**config.mk**
```make
export PLATFORM = sky130hd
export DESIGN_NAME = cpu_run_monitor
export DESIGN_NICKNAME = d
export VERILOG_FILES = /design/src/rtl/cpu_run_monitor.sv
export SDC_FILE = /design/constraint.sdc
export NUM_CORES = 2
export LEC_CHECK = 0
export CORE_ASPECT_RATIO = 1.75
export CORE_MARGIN = 2
export CORE_UTILIZATION = 56
export CTS_BUF_LIST = sky130_fd_sc_hd__clkbuf_16
export CTS_CLUSTER_DIAMETER = 40
export CTS_CLUSTER_SIZE = 14
export DETAILED_ROUTE_END_ITERATION = 7
export PLACE_DENSITY = 0.8
export SYNTH_ARGS = -nofsm -noshare
export SYNTH_HDL_FRONTEND = slang
export SYNTH_SLANG_ARGS = --single-unit
export TNS_END_PERCENT = 10
```
**constraint.sdc**
```tcl
create_clock -name clk -period 40.7 [get_ports clk]
set_input_delay 10.175 -clock clk [delete_from_list [all_inputs] [get_ports clk]]
set_output_delay 10.175 -clock clk [all_outputs]
set_load 0.01 [all_outputs]
```
**src/rtl/cpu_run_monitor.sv**
```systemverilog
// -----------------------------------------------------------------------------
// cpu_run_monitor
//
// Run-control and state-dump monitor for a single-cycle CPU core. It snoops the
// retiring PC/instruction and the register-file write port, keeps a shadow copy
// of the register file, and on a halt PC, a cycle timeout, an illegal PC or a
// periodic checkpoint it freezes the CPU and streams a dump frame over a
// valid/ready interface. Halt, timeout and illegal-PC dumps end the run;
// periodic checkpoints hand control back to the CPU.
//
// Frame layout (NREG+3 words):
//   w0 = captured PC, w1 = captured instruction,
//   w2 = {cause[1:0], zeros, retire_cnt[CW-1:0]},
//   w3.. = shadow[0..NREG-1]
//
// Ports:
//   clk, rst            clock, asynchronous active-high reset
//   pc_i, instr_i       current CPU PC and instruction
//   retire_i            instruction at pc_i completes this cycle
//   rf_we_i/waddr/wdata CPU register-file write port (snooped)
//   cpu_stall_o         freeze the CPU (high while dumping or done)
//   out_valid_o/ready_i dump stream handshake
//   out_data_o          dump word
//   out_last_o          final word of the frame
//   done_o              run terminated (sticky until reset)
//   cause_o             00 running, 01 halt, 10 timeout, 11 illegal PC
// -----------------------------------------------------------------------------
module cpu_run_monitor #(
  parameter int            DW         = 32,
  parameter int            AW         = 32,
  parameter int            NREG       = 32,
  parameter int            RAW        = 5,
  parameter logic [AW-1:0] HALT_PC    = 'h48,
  parameter int            MAX_CYCLES = 1000,
  parameter int            IMEM_BYTES = 1024,
  parameter int            CHK_PERIOD = 0,
  parameter int            CW         = 16
) (
  input  logic           clk,
  input  logic           rst,
  input  logic [AW-1:0]  pc_i,
  input  logic [DW-1:0]  instr_i,
  input  logic           retire_i,
  input  logic           rf_we_i,
  input  logic [RAW-1:0] rf_waddr_i,
  input  logic [DW-1:0]  rf_wdata_i,
  output logic           cpu_stall_o,
  output logic           out_valid_o,
  input  logic           out_ready_i,
  output logic [DW-1:0]  out_data_o,
  output logic           out_last_o,
  output logic           done_o,
  output logic [1:0]     cause_o
);

  localparam int            NWORDS   = NREG + 3;
  localparam int            IW       = $clog2(NWORDS);
  localparam logic [IW-1:0] LAST_IDX = IW'(NWORDS - 1);

  typedef enum logic [1:0] {
    ST_RUN  = 2'd0,
    ST_DUMP = 2'd1,
    ST_DONE = 2'd2
  } state_e;

  typedef enum logic [1:0] {
    CAUSE_NONE    = 2'b00,
    CAUSE_HALT    = 2'b01,
    CAUSE_TIMEOUT = 2'b10,
    CAUSE_ILLEGAL = 2'b11
  } cause_e;

  state_e          state_q,      state_d;
  logic [CW-1:0]   cycle_cnt_q,  cycle_cnt_d;
  logic [CW-1:0]   retire_cnt_q, retire_cnt_d;
  logic [CW-1:0]   chk_cnt_q,    chk_cnt_d;
  logic [IW-1:0]   idx_q,        idx_d;
  logic [AW-1:0]   hdr_pc_q,     hdr_pc_d;
  logic [DW-1:0]   hdr_instr_q,  hdr_instr_d;
  cause_e          hdr_cause_q,  hdr_cause_d;   // cause written into the frame
  cause_e          cause_q,      cause_d;       // cause reported on cause_o
  logic [DW-1:0]   shadow_q [NREG];
  logic [DW-1:0]   shadow_d [NREG];

  // Trigger conditions, only acted on in RUN.
  logic illegal_hit, halt_hit, timeout_hit, chk_hit, any_hit;

  assign illegal_hit = retire_i && ((pc_i[1:0] != 2'b00) || (pc_i >= AW'(IMEM_BYTES)));
  assign halt_hit    = retire_i && (pc_i == HALT_PC);
  assign timeout_hit = (cycle_cnt_q == CW'(MAX_CYCLES - 1));
  assign chk_hit     = (CHK_PERIOD != 0) && retire_i && (chk_cnt_q == CW'(CHK_PERIOD - 1));
  assign any_hit     = illegal_hit || halt_hit || timeout_hit || chk_hit;

  // NOTE: every _d gets a default from its _q first, so no path through the
  // case below can leave a variable unassigned and infer a latch.
  always_comb begin
    state_d      = state_q;
    cycle_cnt_d  = cycle_cnt_q;
    retire_cnt_d = retire_cnt_q;
    chk_cnt_d    = chk_cnt_q;
    idx_d        = idx_q;
    hdr_pc_d     = hdr_pc_q;
    hdr_instr_d  = hdr_instr_q;
    hdr_cause_d  = hdr_cause_q;
    cause_d      = cause_q;
    shadow_d     = shadow_q;

    unique case (state_q)
      ST_RUN: begin
        if (cycle_cnt_q != '1) begin
          cycle_cnt_d = cycle_cnt_q + 1'b1;
        end
        if (retire_i) begin
          retire_cnt_d = retire_cnt_q + 1'b1;
          chk_cnt_d    = chk_cnt_q + 1'b1;
        end
        // r0 is hardwired zero in the core, so its shadow never changes.
        if (rf_we_i && (rf_waddr_i != '0)) begin
          shadow_d[rf_waddr_i] = rf_wdata_i;
        end

        if (any_hit) begin
          hdr_pc_d    = pc_i;
          hdr_instr_d = instr_i;
          idx_d       = '0;
          state_d     = ST_DUMP;
          if (illegal_hit) begin
            hdr_cause_d = CAUSE_ILLEGAL;
          end else if (halt_hit) begin
            hdr_cause_d = CAUSE_HALT;
          end else if (timeout_hit) begin
            hdr_cause_d = CAUSE_TIMEOUT;
          end else begin
            hdr_cause_d = CAUSE_NONE;
            chk_cnt_d   = '0;
          end
          // Checkpoints are not terminal and leave cause_o at "running".
          if (illegal_hit || halt_hit || timeout_hit) begin
            cause_d = hdr_cause_d;
          end
        end
      end

      ST_DUMP: begin
        if (out_ready_i) begin
          if (idx_q == LAST_IDX) begin
            idx_d   = '0;
            state_d = (hdr_cause_q == CAUSE_NONE) ? ST_RUN : ST_DONE;
          end else begin
            idx_d = idx_q + 1'b1;
          end
        end
      end

      ST_DONE: begin
        state_d = ST_DONE;
      end

      default: begin
        state_d = ST_RUN;
      end
    endcase
  end

  // NOTE: sequential state is updated only with non-blocking assignments so
  // every flop samples the pre-edge value of every other flop.
  always_ff @(posedge clk or posedge rst) begin
    if (rst) begin
      state_q      <= ST_RUN;
      cycle_cnt_q  <= '0;
      retire_cnt_q <= '0;
      chk_cnt_q    <= '0;
      idx_q        <= '0;
      hdr_pc_q     <= '0;
      hdr_instr_q  <= '0;
      hdr_cause_q  <= CAUSE_NONE;
      cause_q      <= CAUSE_NONE;
      // NOTE: the shadow file is deliberately reset; a dump taken right after
      // reset must show zeros, not whatever the flops powered up with.
      for (int i = 0; i < NREG; i++) begin
        shadow_q[i] <= '0;
      end
    end else begin
      state_q      <= state_d;
      cycle_cnt_q  <= cycle_cnt_d;
      retire_cnt_q <= retire_cnt_d;
      chk_cnt_q    <= chk_cnt_d;
      idx_q        <= idx_d;
      hdr_pc_q     <= hdr_pc_d;
      hdr_instr_q  <= hdr_instr_d;
      hdr_cause_q  <= hdr_cause_d;
      cause_q      <= cause_d;
      shadow_q     <= shadow_d;
    end
  end

  // Frame word selection. All sources are registers that cannot change while
  // in DUMP, so the word is stable for as long as the sink stalls.
  logic [DW-1:0] frame_word;

  always_comb begin
    frame_word = '0;
    if (state_q == ST_DUMP) begin
      if (idx_q == IW'(0)) begin
        frame_word = DW'(hdr_pc_q);
      end else if (idx_q == IW'(1)) begin
        frame_word = hdr_instr_q;
      end else if (idx_q == IW'(2)) begin
        frame_word = {hdr_cause_q, {(DW - CW - 2){1'b0}}, retire_cnt_q};
      end else begin
        frame_word = shadow_q[RAW'(idx_q - IW'(3))];
      end
    end
  end

  assign cpu_stall_o = (state_q != ST_RUN);
  assign out_valid_o = (state_q == ST_DUMP);
  assign out_last_o  = (state_q == ST_DUMP) && (idx_q == LAST_IDX);
  assign out_data_o  = frame_word;
  assign done_o      = (state_q == ST_DONE);
  assign cause_o     = cause_q;

endmodule

```
==> results.sh <==
export IMPL_cp_end_kind="output pin"
export IMPL_num_nets_final=3552
export IMPL_finalCritPeriodShare=0.427
export IMPL_slew_headroom=0.0929
export IMPL_gp_congestion=0.862
export IMPL_numCtsBuffers=107
export IMPL_dr_pass1_iters=6
export IMPL_yosys_area_share_simple=0.0392
export IMPL_wirelength_mm=134
export IMPL_total_power_mw=3.04
export IMPL_grtUsageTotal=0.293
export IMPL_avgViaCountPerCell=6.52
export IMPL_synth_flop_cell="dfrtp_1"
export IMPL_ant_nets=0
export IMPL_layout_area_overhead_vs_synth_pct=10.8
export IMPL_yosys_area_top_type="dfrtp_1"
export IMPL_ir_drop_v=0.0000446
export IMPL_dp_slack_ns=24.13
export IMPL_power_density_nw_per_um2=53.2
export IMPL_busiest_layer="met2"
export IMPL_tightest_slew_ns=1.35
export IMPL_drc=0
export IMPL_synth_fp_nets=3570
export IMPL_synth_compound_area_share=0.0217
export IMPL_cts_tree="built"
export IMPL_synth_seq_area_share=0.550
export IMPL_hold_class="flip-flop to flip-flop"
export IMPL_synth_top_cell_area_share=0.550
export IMPL_h_tree_depth=3
export IMPL_dieArea_sq_um=94400
export IMPL_synth_edf_count=0
export IMPL_synth_area_sq_um=51400
export IMPL_setup_tns_ns=0
export IMPL_fin_crit_ns=17.40
export IMPL_crit_fanout=54
export IMPL_layout_drive_gt1_share=0.439
export IMPL_grt_max_degree=178
export IMPL_skew_ns=0.0211
export IMPL_cp_arrival_ns=7.22
export IMPL_async_reset_ff_frac=1.00
export IMPL_synthAdderAreaFrac=0.00146
export IMPL_synth_area_leaders="dfrtp_1 (55%), mux2_2 (22%), mux4_2 (12%), nand2_1 (1.5%), mux2_1 (1.5%)"
export IMPL_syn_inst=3458
export IMPL_synth_xor_area_share=0.00528
export IMPL_antenna_found_initial=6
export IMPL_fin_cells=4704
export IMPL_crit_top_cell="buf_4"
export IMPL_cts_hold_buf=0
export IMPL_cpMaxStageDelayCell="a311oi_1"
export IMPL_grt_pass1_vias=32882
export IMPL_status="complete, no violations"
export IMPL_rows=147
export IMPL_chipWidth_um=233
export IMPL_use_met2=0.488
export IMPL_ctsResizeCount=0
export IMPL_drt_initial_drc_count=2346
export IMPL_whs_ns=0.374
export IMPL_initial_utilization=0.563
export IMPL_grt_util_met1=0.362
export IMPL_rsz0062_at_grt="no"
export IMPL_post_cts_setup_buffer_count=0
export IMPL_cp_cell_sequence="inv_1, ha_4, buf_4, buf_4, buf_4, mux4_2, nor3_1, o22ai_1, o221ai_1, a311oi_1, o221a_1, clkdlybuf4s50_1"
export IMPL_maxSlewViolCount=0
export IMPL_crit_type="flip-flop to output pin"
export IMPL_num_vias=30648
export IMPL_synth_top_family_by_area="multiplexers"
export IMPL_dp_hpwl_mm=81.3
export IMPL_avgRoutedWirePerCell_um=28.5
export IMPL_path_clk_slew_ns=0.06
export IMPL_io_pins=144
export IMPL_hold_viol=0
export IMPL_synth_mux_area_frac=0.354
export IMPL_dpl_cell_count=4523
export IMPL_root_buffer="clkbuf_16"
export IMPL_grt_pass1_wl_mm=204
export IMPL_grt_overflow_total=0
export IMPL_use_met3=0.0361
export IMPL_p_leak_nw=27.2
export IMPL_synthDistinctLibCells=65
export IMPL_die_h_um=405
export IMPL_port_buffers=143
export IMPL_postSynthAreaPerCell_sq_um=14.9
export IMPL_critical_path_required_ns=30.52
export IMPL_cts_sinks=1130
export IMPL_clock_latency_ns=0.72
export IMPL_max_stage_delay_ns=0.98
export IMPL_core_area_sq_um=91400
export IMPL_worstSetupStartpointType="flip-flop"
export IMPL_max_cap_violations=0
export IMPL_ys_ff_latch=1130
export IMPL_max_clock_freq_mhz=57.5
export IMPL_setup_violations=0
export IMPL_clk_path_buf_depth=3
export IMPL_worst_slack_ns=23.30
export IMPL_yosys_warnings=0
where the power goes:
part | total [mW] | switching, mW | leakage, nW | internal [mW]
clock network | 0.966 | 0.440 | 1.66 | 0.526
registers | 1.24 | 0.0512 | 15.6 | 1.19
logic | 0.830 | 0.513 | 9.92 | 0.316
path summary, 6_finish.rpt:
check,from,to,slack [ns],depth (start not counted)
worst min-delay path,shadow_q[1020],shadow_q[1020],0.37,0
min in group asynchronous,rst,shadow_q[268],10.00,2
worst max-delay path,idx_q[0],out_data_o[0],23.30,12
worst min register to register,shadow_q[1020],shadow_q[1020],0.37,0
worst max register to register,state_q[1],shadow_q[935],36.66,5
max in group asynchronous,rst,hdr_instr_q[31],26.53,6
stage by stage:
step / utilization / area, sq um
after floorplan: - / 51400
after global routing: 0.624 / 57000
after global placement: 0.587 / 53700
after CTS: 0.624 / 57000
after detailed placement: 0.587 / 53700
final: 0.624 / 57000
sequential cells by signal (all words and copies together), names as in the netlist:
name          cells
retire_cnt_q     16
idx_q             6
cause_o           2
hdr_pc_q         32
state_q           2
shadow_q       1024
cycle_cnt_q      16
hdr_instr_q      32
per-layer routing:
metal | share of wire | vias to the layer above
met5 | 0.000082 | -
met1 | 0.37 | 16570
met4 | 0.070 | 2
li1 | - | 12669
met2 | 0.51 | 1038
met3 | 0.048 | 369
cells in the final DEF, fill, tap and decap left out, drive strengths merged, types with 17 or more instances in the layout:
cell and n:
a21oi 19, a31oi 20, buf 71, clkbuf 109
clkdlybuf4s50 143, clkinv 34, dfrtp 1130, inv 35
mux2 1073, mux2i 18, mux4 263, nand2 209
nand3 73, nand4 17, nor2 39, nor4 22
o21ai 30, o22ai 23, xnor2 22
layout make-up:
class                           instances  area, sq um
Inverter                               14         56.3
Clock buffer                          109         2730
Sequential cell                      1130        28300
Tap cell                             1192         1490
Fill cell                            6518        34400
Clock inverter                         69          591
Timing Repair Buffer                  214         1990
Multi-Input combinational cell       1973        21900
Antenna cell                            3         7.51
logic make-up (layout without fill, tap and decap cells):
family                   after synthesis  in the layout
other                                  0              3
flip-flops                          1130           1130
AND/OR/NAND/NOR                      423            423
buffers and inverters                355            406
XOR/XNOR                              31             31
multiplexers                        1354           1354
adder cells (fa/ha/maj)                6              6
AO/OA/AOI/OAI                        159            159
worst max-delay path: cells and delay by family, from the launching register on:
kind | cells | cell delay (ns)
flops | 1 | 0.86
buf+inv | 5 | 2.85
mux | 1 | 0.35
compound gates | 4 | 1.61
simple gates | 1 | 0.05
fa+ha+maj | 1 | 0.62
synthesized netlist by cell type (16+ instances only):
cell,instances
o21ai_1,16
nor4_1,20
o22ai_1,23
clkbuf_1,189
mux4_2,263
mux2_2,1004
a31oi_1,19
nand3_1,73
buf_2,77
dfrtp_1,1130
mux2i_1,18
mux2_1,69
buf_1,62
nand4_1,17
nor2_1,38
nand2_1,208
a21oi_1,19
xnor2_1,22
(Power assumes the default switching activity.)
